===== src/rtl/ct_spsram_1024x128_arb.sv =====
// Two-port round-robin front end for a single-port 1024x128 SRAM macro.
// Define CT_SPSRAM_ARB_INIT_EN to zero-fill the array after every reset.
module ct_spsram_1024x128_arb #(
  parameter int ADDR_WIDTH = 10,
  parameter int DATA_WIDTH = 128
) (
  input  logic                  CLK,
  input  logic                  RST,
  input  logic                  p0_req,
  input  logic                  p0_wr,
  input  logic [ADDR_WIDTH-1:0] p0_addr,
  input  logic [DATA_WIDTH-1:0] p0_wdata,
  input  logic [DATA_WIDTH-1:0] p0_wmask,
  output logic                  p0_gnt,
  output logic                  p0_rvld,
  output logic [DATA_WIDTH-1:0] p0_rdata,
  input  logic                  p1_req,
  input  logic                  p1_wr,
  input  logic [ADDR_WIDTH-1:0] p1_addr,
  input  logic [DATA_WIDTH-1:0] p1_wdata,
  input  logic [DATA_WIDTH-1:0] p1_wmask,
  output logic                  p1_gnt,
  output logic                  p1_rvld,
  output logic [DATA_WIDTH-1:0] p1_rdata,
  output logic                  init_done,
  output logic                  sram_cen,
  output logic                  sram_gwen,
  output logic [DATA_WIDTH-1:0] sram_wen,
  output logic [ADDR_WIDTH-1:0] sram_a,
  output logic [DATA_WIDTH-1:0] sram_d,
  input  logic [DATA_WIDTH-1:0] sram_q
);

  logic                  prio_q, prio_d;  // 1 = p1 wins the next contention
  logic [1:0]            rvld_q, rvld_d;
  logic                  accept;
  logic                  init_wr;
  logic [ADDR_WIDTH-1:0] init_a;

`ifdef CT_SPSRAM_ARB_INIT_EN
  typedef enum logic {ST_INIT, ST_IDLE} state_t;
  state_t                state_q, state_d;
  logic [ADDR_WIDTH-1:0] cnt_q, cnt_d;

  always_comb begin
    state_d = state_q;
    cnt_d   = cnt_q;
    init_wr = 1'b0;
    if (state_q == ST_INIT) begin
      init_wr = !RST;
      cnt_d   = cnt_q + {{(ADDR_WIDTH-1){1'b0}}, 1'b1};
      if (cnt_q == {ADDR_WIDTH{1'b1}}) state_d = ST_IDLE;
    end
  end

  always_ff @(posedge CLK) begin
    if (RST) begin
      state_q <= ST_INIT;
      cnt_q   <= '0;
    end else begin
      state_q <= state_d;
      cnt_q   <= cnt_d;
    end
  end

  assign init_a    = cnt_q;
  assign accept    = !RST && (state_q == ST_IDLE);
  assign init_done = accept;
`else
  assign init_wr   = 1'b0;
  assign init_a    = '0;
  assign accept    = !RST;
  assign init_done = 1'b1;
`endif

  // Priority port wins only on contention; a lone requester is always served.
  assign p0_gnt = accept && p0_req && (!p1_req || !prio_q);
  assign p1_gnt = accept && p1_req && (!p0_req ||  prio_q);

  always_comb begin
    sram_cen  = 1'b1;
    sram_gwen = 1'b1;
    sram_wen  = '1;
    sram_a    = '0;
    sram_d    = '0;
    prio_d    = prio_q;
    rvld_d    = 2'b00;
    if (p0_gnt) begin
      sram_cen  = 1'b0;
      sram_a    = p0_addr;
      prio_d    = 1'b1;
      rvld_d[0] = !p0_wr;
      if (p0_wr) begin
        sram_gwen = 1'b0;
        sram_wen  = ~p0_wmask;
        sram_d    = p0_wdata;
      end
    end else if (p1_gnt) begin
      sram_cen  = 1'b0;
      sram_a    = p1_addr;
      prio_d    = 1'b0;
      rvld_d[1] = !p1_wr;
      if (p1_wr) begin
        sram_gwen = 1'b0;
        sram_wen  = ~p1_wmask;
        sram_d    = p1_wdata;
      end
    end else if (init_wr) begin
      sram_cen  = 1'b0;
      sram_gwen = 1'b0;
      sram_wen  = '0;
      sram_a    = init_a;
    end
  end

  always_ff @(posedge CLK) begin
    if (RST) begin
      prio_q <= 1'b0;
      rvld_q <= 2'b00;
    end else begin
      prio_q <= prio_d;
      rvld_q <= rvld_d;
    end
  end

  // The macro's read data lands one cycle after the access; steer it to the reader.
  assign p0_rvld  = rvld_q[0] && !RST;
  assign p1_rvld  = rvld_q[1] && !RST;
  assign p0_rdata = p0_rvld ? sram_q : '0;
  assign p1_rdata = p1_rvld ? sram_q : '0;

endmodule


===== config.mk =====
export PLATFORM = sky130hd
export DESIGN_NAME = ct_spsram_1024x128_arb
export DESIGN_NICKNAME = d
export VERILOG_FILES = /design/src/rtl/ct_spsram_1024x128_arb.sv
export SDC_FILE = /design/constraint.sdc
export NUM_CORES = 1
export LEC_CHECK = 0
export BUFFER_PORTS_ARGS = -buffer_cell sky130_fd_sc_hd__buf_2
export CELL_PAD_IN_SITES_DETAIL_PLACEMENT = 0
export CELL_PAD_IN_SITES_GLOBAL_PLACEMENT = 1
export CORE_AREA = 2 2 463 465
export DETAILED_ROUTE_END_ITERATION = 10
export DIE_AREA = 0 0 465 467
export PLACE_DENSITY = 0.33
export SLEW_MARGIN = 20
export SYNTH_ARGS = -nofsm -noshare
export SYNTH_HDL_FRONTEND = slang
export SYNTH_SLANG_ARGS = --single-unit

===== constraint.sdc =====
create_clock -name CLK -period 1.9 [get_ports CLK]
set_clock_uncertainty 0.15 [all_clocks]
set_input_delay 0.095 -clock CLK [delete_from_list [all_inputs] [get_ports CLK]]
set_output_delay 0.095 -clock CLK [all_outputs]
set_load 0.02 [all_outputs]

==> out/metrics.csv, run 1 <==
stage;metric;value;unit
status;status;finished, violations left;
status;violations;setup timing;
pwr;p_clk_share;7.5;%
global_routing;grt_pass1_wl;204000;µm
floorplanning;rows;169;
timing;fin_crit;2.33;ns
timing;slew_viol_final;0;
detailed_routing;drt-initial-drc-count;637;
cts;h-tree-depth;1;
timing;rsz0062_at_grt;yes;
worst_setup_path;cp-end-kind;output port;
timing;tightestPinTransition;0.552;ns
detailed_routing;vias;14087;
worst_setup_path;timing.rr.end;rvld_q[1];
cts;root_buffer;clkbuf_16;
yosys;postSynthCellCount;911;
floorplanning;die_w;465;µm
yosys;synth_nets;1577;
placed_design;hpwlAfterDp;165000;µm
global_routing;gr-usage-all-layers;15.3;%
timing;layout_setup_ws;-0.426;ns
worst_setup_path;criticalPathCategory;reg2out;
final_layout;area_delta_synth_final;223;%
timing;setup_viol;267;
final_layout;final_common_cell;buf_2;
detailed_routing;vias_per_cell;2.84;
timing;finalHoldViolations;0;
final_layout;final_cell_mix;buf_2 (1,011), and2_1 (256), a22o_1 (102), buf_12 (100), buf_4 (97);
cts;cts.sinks;3;
min_path;hold_depth;2;
pwr;p_sw_share;54.1;%
timing;timing.final.crit_share;122;%
cts;numCtsBuffers;3;
pwr;switchingPower;2.43;mW
global_routing;grt_max_degree;56;
yosys;ys_seq_area_share;1.02;%
pwr;power.density;235;nW/µm²
detailed_routing;detail-route-antenna-nets;0;
worst_setup_path;r2r-start;prio_q;
floorplanning;ios;1195;
pwr;p_leak;8.67;nW
yosys;postSynthAreaPerCell;6.49;µm²
global_routing;grt_overflow;0;
floorplanning;initial_core_util;2.79;%
worst_setup_path;worstPathMaxFanout;11;
worst_setup_path;critPathRequiredTime;1.65;ns
timing;max_freq;430;MHz
final_layout;final_nets;2774;
global_routing;grt_pass1_vias;13175;
placed_design;io_buffers;1193;
min_path;hold_class;in2reg;
final_layout;drive_above_1_share;67.3;%
worst_setup_path;cp-start-kind;flop;
worst_setup_path;r2r_slack;0.25;ns
yosys;syn_area;5910;µm²
floorplanning;core_area;212000;µm²
pwr;p_int;2.06;mW
timing;slew_headroom;62.8;%
detailed_routing;wire_per_inst;35.5;µm
placed_design;gp_congestion;0.884;
placed_design;pre_cts_slack;-0.668;ns
floorplanning;die-area;217000;µm²
detailed_routing;route.detailed.drc;0;
pwr;seq_power_share;1.6;%
detailed_routing;drt-total-wl;177000;µm
global_routing;antenna_found_initial;273;
worst_setup_path;reg2reg_depth;7;
yosys;synth_seq_cells;3;
cts;clockBufferDepth;2;
floorplanning;die_y;467;µm
yosys;synth_warnings;0;
pwr;combPwrFrac;91.0;%
run;cap_viol_max_count;0;
cts;clk_latency;0.23;ns
worst_setup_path;cp.arrival;2.08;ns
cts;clkSlewWorstSetupHoldPaths;0.03;ns
cts;cts_tree;done;
min_path;min_from;RST;
pwr;max-vdd-ir-drop;0.161;mV
pwr;p_total;4.49;mW
detailed_routing;first_pass_iters;5;
yosys;ys_types;26;
min_path;hold_end;rvld_q[0];
==> registers in the layout, summed over array words and instances, names as in the netlist <==
name	cells
prio_q	1
rvld_q	2
==> how the worst max path moves through the flow <==
stage | start | end | slack, ns | cells after the start
4_1_cts | prio_q | sram_d[54] | -0.43 | 9
3_5_place_dp | p1_req | sram_wen[17] | -0.67 | 7
3_3_place_gp | p1_req | sram_a[4] | -0.93 | 5
2_1_floorplan | prio_q | sram_wen[79] | 0.09 | 5
6_report | prio_q | sram_d[123] | -0.43 | 8
5_1_grt | prio_q | sram_d[54] | -0.44 | 9
==> metal layers <==
metal  GRT usage, %  share of wire, %
met5              0              0.38
met4          0.915               1.6
met3           7.03                12
met2           25.6                45
met1           18.7                41
==> power groups by stage <==
stage	sequential (mW)	clock (mW)	combinational, mW
after floorplan	0.0697	0	1.18
after global placement	0.0698	0	3.80
after detailed placement	0.0696	0	3.78
after CTS	0.0697	0.340	4.03
after global routing	0.0699	0.348	4.35
final	0.0697	0.335	4.09
==> area by class of cell <==
class / instances / area, µm²
diodes: 39 / 97.6
clock buffers: 4 / 78.8
fillers: 25088 / 193000
inverters: 1 / 8.76
multi-input cells: 770 / 5960
flip-flops and latches: 3 / 61.3
well taps: 2821 / 3530
repair buffers: 1329 / 9380
==> what timing repair did <==
action                     in CTS  in global routing
resized for setup             205                154
hold endpoints to repair        1                  0
pin swaps                      46                 11
hold buffers                    1                  0
cloned                          3                  6
setup buffers                  12                  4
setup endpoints to repair     268                269
==> cells by family after synthesis <==
| group | after synthesis | synth area share, % |
|---|---|---|
| other | 1 | 0.0634 |
| buffers and inverters | 138 | 10.3 |
| DFF | 3 | 1.02 |
| and+or+nand+nor | 435 | 43.4 |
| AOI/OAI and AO/OA | 334 | 45.2 |
==> cells in the mapped netlist <==
library cell	number	share of area, %
buf_2	35	3.0
a21boi_0	62	7.9
or3_1	66	7.0
o2bb2ai_2	1	0.25
nand2_1	41	2.6
conb_1	1	0.063
nor3_1	41	3.5
o211ai_1	23	2.9
a21bo_1	1	0.17
a211oi_1	1	0.13
buf_1	7	0.44
a22o_1	138	20
o21ai_1	13	1.1
a21boi_2	1	0.19
and3_1	24	2.5
nor2b_1	4	0.42
buf_4	13	1.7
o21ai_0	27	2.3
dfxtp_1	3	1.0
clkbuf_1	82	5.2
o2111ai_1	66	9.8
nor3b_1	1	0.13
a21oi_1	1	0.085
inv_1	1	0.063
nor2_1	2	0.13
and2_1	256	27
==> critical path, cell delays in order (launching register included) <==
cell	delay, ns
dfxtp_2	0.33
buf_6	0.13
nor2b_2	0.24
nor3_2	0.06
buf_4	0.15
buf_12	0.15
buf_4	0.24
a22o_4	0.31
buf_12	0.16
==> per-stage QoR <==
step | area [µm²] | setup TNS (ns) | hold slack [ns] | utilization, % | instances
5_1_grt | 19000 | -90.18 | 0.0714 | 9.00 | 4938
3_3_place_gp | 17100 | -56.51 | 0.206 | 8.09 | 4897
4_1_cts | 18200 | -85.60 | 0.0546 | 8.60 | 4918
2_1_floorplan | 5910 | 0 | 0.0166 | - | 911
6_report | 19100 | -72.57 | 0.0495 | 9.03 | 4967
3_5_place_dp | 17100 | -42.26 | 0.197 | 8.10 | 4898
No activity file was read; power rests on OpenSTA's default activity.
==> run 2, diff against run 1 <==
--- a/config.mk
+++ b/config.mk
@@ -8,10 +8,12 @@
 export BUFFER_PORTS_ARGS = -buffer_cell sky130_fd_sc_hd__buf_2
 export CELL_PAD_IN_SITES_DETAIL_PLACEMENT = 0
 export CELL_PAD_IN_SITES_GLOBAL_PLACEMENT = 1
-export CORE_AREA = 2 2 463 465
+export CORE_AREA = 2 2 471 473
 export DETAILED_ROUTE_END_ITERATION = 10
-export DIE_AREA = 0 0 465 467
+export DIE_AREA = 0 0 473 475
+export GPL_TIMING_DRIVEN = 0
 export PLACE_DENSITY = 0.33
+export RECOVER_POWER = 50
 export SLEW_MARGIN = 20
 export SYNTH_ARGS = -nofsm -noshare
 export SYNTH_HDL_FRONTEND = slang
==> constraint.sdc (replaced) <==
create_clock -name CLK -period 3.01 [get_ports CLK]
set_clock_uncertainty 0.15 [all_clocks]
set_input_delay 0.1505 -clock CLK [delete_from_list [all_inputs] [get_ports CLK]]
set_output_delay 0.1505 -clock CLK [all_outputs]
set_load 0.02 [all_outputs]
==> run 2 against run 1 <==
The run now ends clean. Combinational power shrank 48%. Non-clock buffer count grew 6. Worst setup slack better by 0.43 ns. Via count down 0.95%. Die area grew 3.5%. Power decreased by 47%. Clock power is 34% lower. Highest routed layer unchanged.
==> out/metrics.csv, run 2 (synthesized netlist as in run 1, its figures left out) <==
stage;metric;value;unit;change
worst_setup_path;critPathRequiredTime;2.71;ns;+1.06 ns
final_layout;final_cell_mix;buf_2 (1,053), clkbuf_1 (215), and2_1 (180), a22o_1 (138), and2_0 (76);;
worst_setup_path;crit_slowest_cell;clkbuf_2;;
global_routing;grt_max_degree;11;;-80%
global_routing;grt_pass1_vias;13142;;-0.25%
final_layout;largest_register;rvld_q;;
detailed_routing;first_pass_iters;4;;-1
cts;cts.sinks;3;;unchanged
detailed_routing;route.detailed.drc;0;;unchanged
detailed_routing;drt-initial-drc-count;796;;+25%
detailed_routing;detail-route-antenna-nets;0;;unchanged
cts;clk_latency;0.22;ns;about the same
final_layout;largest_register_ffs;2;;unchanged
min_path;hold_end;prio_q;;
min_path;min_from;p1_req;;
worst_setup_path;path_cells;buf_2, clkinvlp_4, buf_2, clkbuf_1, clkbuf_2, o2111ai_1, buf_2;;
placed_design;gp_congestion;0.866;;-2.0%
global_routing;grt_overflow;0;;unchanged
pwr;switchingPower;1.49;mW;-39%
floorplanning;die-area;225000;µm²;+3.5%
timing;finalHoldViolations;0;;unchanged
final_layout;final_nets;2780;;+0.22%
status;status;finished clean;;
cts;numCtsBuffers;3;;unchanged
floorplanning;initial_core_util;2.70;%;-0.095 points
floorplanning;die_y;475;µm;+1.7%
pwr;seq_power_share;1.9;%;+0.3 points
pwr;p_sw_share;62.4;%;+8.3 points
timing;timing.final.crit_share;99.7;%;
worst_setup_path;timing.rr.end;rvld_q[0];;
worst_setup_path;cp-start-kind;input port;;
detailed_routing;wl_met2;76400;µm;-4.7%
worst_setup_path;crit_top_cell;buf_2;;
global_routing;grt_pass1_wl;205000;µm;+0.39%
global_routing;antenna_found_initial;278;;+1.8%
timing;setup_viol;0;;-100%
final_layout;drive_above_1_share;53.8;%;-13 points
cts;clkSlewWorstSetupHoldPaths;0.03;ns;about the same
worst_setup_path;r2r-start;prio_q;;
timing;max_freq;333;MHz;
min_path;hold_depth;2;;unchanged
floorplanning;ios;1195;;unchanged
detailed_routing;wire_per_inst;35.5;µm;-0.19%
worst_setup_path;timing.critical_path.buf_inv;6;;+1
placed_design;placedCellCount;4976;;+1.6%
worst_setup_path;critical_path.top_delay_family;buffers and inverters;;
cts;root_buffer;clkbuf_16;;
pwr;p_clk_share;9.2;%;+1.7 points
worst_setup_path;worstPathMaxFanout;10;;-1
floorplanning;die_w;473;µm;+1.7%
detailed_routing;vias_per_cell;2.77;;-2.4%
placed_design;hpwlAfterDp;170000;µm;+3.2%
final_layout;final_common_cell;buf_2;;
worst_setup_path;cp-end-kind;output port;;
detailed_routing;routed.top_layer;met5;;
pwr;p_int;0.896;mW;-57%
final_layout;reg.largest.list;rvld_q x2, prio_q x1;;
floorplanning;rows;172;;+1.8%
cts;clockBufferDepth;2;;unchanged
timing;slew_viol_final;0;;unchanged
run;cap_viol_max_count;0;;unchanged
final_layout;final_cells;5043;;+1.5%
worst_setup_path;criticalPathCategory;in2out;;
detailed_routing;vias;13953;;-0.95%
timing;rsz0062_at_grt;no;;
pwr;max-vdd-ir-drop;0.148;mV;-8.1%
pwr;p_total;2.38;mW;-47%
final_layout;area_delta_synth_final;167;%;
placed_design;io_buffers;1192;;-0.084%
global_routing;gr-usage-all-layers;15.0;%;-0.31 points
pwr;power.density;151;nW/µm²;-36%
final_layout;fin_util;7.20;%;-1.8 points
detailed_routing;wl_met1;72600;µm;+1.6%
timing;tightestPinTransition;0.898;ns;+0.345 ns
floorplanning;core_area;219000;µm²;+3.5%
worst_setup_path;reg2reg_depth;5;;-2
pwr;combPwrFrac;88.9;%;-2.1 points
timing;worst_hold_slack;0.0791;ns;+0.0296 ns
cts;cts_tree;done;;
detailed_routing;wl_met3;26600;µm;+24%
pwr;p_leak;6.84;nW;-21%
timing;fin_crit;3.00;ns;
worst_setup_path;cpPeakStageDelay;0.62;ns;+0.29 ns
detailed_routing;drt-total-wl;179000;µm;+1.3%
timing;slew_headroom;39.6;%;-23 points
min_path;hold_class;in2reg;;
worst_setup_path;r2r_slack;0.91;ns;+0.66 ns
cts;h-tree-depth;1;;unchanged
worst_setup_path;cp.arrival;2.70;ns;+0.62 ns
==> run 2: cell count changes in the layout (fill, tap and decap cells not counted), sizes merged <==
cell	before	now
clkinvlp	0	1
inv	1	0
diode	39	59
clkbuf	13	259
buf	1317	1079
bufbuf	2	0
==> run 2: what timing repair did <==
action                     in CTS  in global routing
hold endpoints to repair        1                  0
hold buffers                    1                  0
gates resized for setup        33                 13
setup endpoints to repair     236                 14
buffers inserted                3                  0
pin swaps                       2                  0
==> run 2: worst max-delay path by stage <==
stage / start / to / slack [ns] / cells after the start
after floorplan: prio_q / sram_wen[79] / 1.14 / 5
after global placement: RST / p0_rdata[34] / -1.22 / 6
after detailed placement: prio_q / sram_wen[58] / -0.60 / 7
after CTS: prio_q / sram_wen[92] / -0.12 / 7
after global routing: prio_q / sram_wen[8] / 0.008 / 7
final: RST / sram_wen[9] / 0.008 / 7
==> run 2: cell type report <==
type | instances | area [µm²]
clock buffer | 4 | 78.8
sequential | 3 | 60.1
buffer | 137 | 646
timing repair buffer | 1198 | 5900
tap | 2871 | 3590
antenna | 59 | 148
fill | 26397 | 203000
inverter | 1 | 7.51
multi-input combinational | 770 | 5340
==> run 2: per-layer routing <==
metal  track usage [%]  vias up
li1                  -     5875
met1              18.0     6294
met2              23.6     1276
met3              9.55      380
met4             0.567      128
met5                 0        -
==> run 2: metrics by stage <==
step | worst slack, ns | setup TNS (ns) | area (µm²)
after floorplan | 1.14 | 0 | 5910
after global placement | -1.22 | -215.24 | 15500
after detailed placement | -0.603 | -52.47 | 15500
after CTS | -0.124 | -0.136 | 15800
after global routing | 0.00760 | 0 | 15700
final | 0.00845 | 0 | 15800
==> run 2: worst reg2reg max path, cell delays in order, from the launching register on <==
cell      delay [ns]
dfxtp_1         0.35
a21bo_1         0.18
buf_2           0.20
clkbuf_4        0.28
buf_2           0.26
nor3_1          0.50
==> run 2: power groups by stage <==
stage          registers [mW]  logic, mW  clock network, mW
6_report               0.0441       2.12              0.220
5_1_grt                0.0445       2.27              0.226
3_5_place_dp           0.0443       2.17                  0
2_1_floorplan          0.0440      0.748                  0
3_3_place_gp           0.0442       2.17                  0
4_1_cts                0.0441       2.20              0.221
==> run 3, diff against run 2 <==
--- a/config.mk
+++ b/config.mk
@@ -14,6 +14,7 @@
 export GPL_TIMING_DRIVEN = 0
 export PLACE_DENSITY = 0.33
 export RECOVER_POWER = 50
+export REMOVE_ABC_BUFFERS = 1
 export SLEW_MARGIN = 20
 export SYNTH_ARGS = -nofsm -noshare
 export SYNTH_HDL_FRONTEND = slang
==> run 3 against run 2 <==
First-iteration DRC count shrank 28%. Largest cell class unchanged. Combinational power down 9%. Utilization shrank 0.13 points. Routed wire length fell by 0.47%. Critical endpoint is now sram_wen[3]. Largest power group unchanged. Global-route usage barely moved. Cell count down 2.2%.
==> out/metrics.csv, run 3 (synthesized netlist as in run 1, its figures left out) <==
stage;metric;value;unit;change
cts;clockBufferDepth;2;;unchanged
detailed_routing;route.detailed.drc;0;;unchanged
worst_setup_path;crit_slowest_cell;buf_6;;
timing;rsz0062_at_grt;no;;
cts;cts.sinks;3;;unchanged
floorplanning;rows;172;;unchanged
global_routing;grt_overflow;0;;unchanged
cts;clkSlewWorstSetupHoldPaths;0.03;ns;about the same
detailed_routing;vias_per_cell;2.77;;+0.12%
timing;setup_viol;0;;unchanged
floorplanning;die_y;475;µm;unchanged
floorplanning;die-area;225000;µm²;unchanged
pwr;power.density;142;nW/µm²;-6.3%
final_layout;final_cells;4931;;-2.2%
timing;tightestPinTransition;1.13;ns;+0.228 ns
final_layout;area_delta_synth_final;162;%;
pwr;p_leak;6.46;nW;-5.5%
global_routing;grt_pass1_wl;204000;µm;-0.36%
cts;root_buffer;clkbuf_16;;
worst_setup_path;cpPeakStageDelay;0.72;ns;+0.10 ns
detailed_routing;drt-initial-drc-count;574;;-28%
timing;finalHoldViolations;0;;unchanged
final_layout;drive_above_1_share;50.7;%;-3.0 points
timing;slew_headroom;24.9;%;-15 points
worst_setup_path;cp-end-kind;output port;;
pwr;p_total;2.19;mW;-8.0%
cts;clk_latency;0.23;ns;about the same
final_layout;final_common_cell;buf_2;;
cts;numCtsBuffers;3;;unchanged
worst_setup_path;worstPathMaxFanout;145;;+135
cts;h-tree-depth;1;;unchanged
floorplanning;core_area;219000;µm²;unchanged
worst_setup_path;r2r_slack;1.64;ns;+0.73 ns
worst_setup_path;path_cells;buf_6, inv_4, buf_6, a21boi_0, o211ai_1, buf_2;;
global_routing;antenna_found_initial;273;;-1.8%
detailed_routing;detail-route-antenna-nets;0;;unchanged
placed_design;placed_area;15600;µm²;+0.21%
timing;slew_viol_final;0;;unchanged
status;status;finished clean;;
detailed_routing;drt-total-wl;178000;µm;-0.47%
placed_design;placedCellCount;4873;;-2.1%
floorplanning;die_w;473;µm;unchanged
floorplanning;initial_core_util;2.70;%;unchanged
worst_setup_path;crit_top_cell;buf_6;;
final_layout;final_cell_mix;buf_2 (960), and2_1 (247), clkbuf_1 (221), a22o_1 (138);;
floorplanning;ios;1195;;unchanged
final_layout;final_nets;2673;;-3.8%
pwr;max-vdd-ir-drop;0.110;mV;-25%
cts;cts_tree;done;;
detailed_routing;first_pass_iters;7;;+3
detailed_routing;vias;13660;;-2.1%
global_routing;grt_pass1_vias;12419;;-5.5%
run;cap_viol_max_count;0;;unchanged
detailed_routing;wire_per_inst;36.1;µm;+1.8%
placed_design;io_buffers;1193;;+0.084%
worst_setup_path;critPathRequiredTime;2.71;ns;about the same
worst_setup_path;criticalPathCategory;in2out;;
worst_setup_path;cp.arrival;2.53;ns;-0.17 ns
timing;timing.final.crit_share;94.0;%;-5.7 points
final_layout;reg.largest.list;rvld_q x2, prio_q x1;;
final_layout;largest_register;rvld_q;;
placed_design;hpwlAfterDp;169000;µm;-0.40%
timing;fin_crit;2.83;ns;-0.171 ns
placed_design;gp_congestion;0.964;;+11%
worst_setup_path;cp-start-kind;input port;;
final_layout;largest_register_ffs;2;;unchanged
timing;max_freq;353;MHz;+6.0%
final_layout;final_cell_area;15500;µm²;-1.9%
min_path;hold_class;in2reg;;
global_routing;gr-usage-all-layers;15.0;%;+0.018 points
global_routing;grt_max_degree;146;;+135
final_layout;fill_cells;26337;;-0.23%
timing;setup_tns;0;ns;unchanged
run 3: changes by cell type in the layout (fill, tap and decap cells not counted), sizes merged:
cell / previous run / this run
clkinvlp: 1 / 0
buf: 1079 / 997
clkbuf: 259 / 234
diode: 59 / 54
inv: 0 / 1
run 3: per-stage QoR:
stage / hold WS [ns] / setup slack (ns) / utilization (%)
floorplan: 0.0721 / -5.00 / -
global placement: 0.188 / -12.64 / 6.79
detailed placement: 0.187 / 0.249 / 7.11
CTS: 0.0711 / 0.0891 / 7.15
global route: 0.0925 / 0.0405 / 7.02
finish: 0.0801 / 0.180 / 7.06
run 3: path summary, 6_finish.rpt:
check,endpoint,depth (start not counted),start
setup / recovery,sram_wen[3],6,RST
hold reg to reg,prio_q,1,prio_q
setup reg to reg,rvld_q[0],2,prio_q
hold / removal,prio_q,2,p1_req
run 3: report_power, final:
part           internal, mW  switching (mW)
sequential           0.0424         0.00205
combinational         0.687            1.25
clock                 0.175          0.0408
total                 0.904            1.29
run 3: per-layer routing:
layer | wire length, µm | global-route usage [%]
met1 | 70300 | 17.7
met2 | 79000 | 24.8
met3 | 23700 | 7.98
met4 | 4330 | 1.39
met5 | 720 | 0.173
run 3: layout make-up:
type / count / area [µm²] / share of cell area, %
Timing Repair Buffer: 1228 / 6310 / 40.8
Multi-Input combinational cell: 770 / 5290 / 34.2
Tap cell: 2871 / 3590 / 23.2
Antenna cell: 54 / 135 / 0.873
Clock buffer: 4 / 78.8 / 0.509
Sequential cell: 3 / 61.3 / 0.396
Inverter: 1 / 6.26 / 0.0404
run 3: critical path, delay by kind of cell:
family / cells / cell delay [ns]
buffers and inverters: 4 / 1.49
AOI/OAI and AO/OA: 2 / 0.66
run 3: repair_timing:
item | CTS | global route
hold buffers | 1 | 0
setup buffers | 0 | 0
hold endpoints to repair | 1 | 0
resized for setup | 1 | 1
setup endpoints to repair | 1 | 8
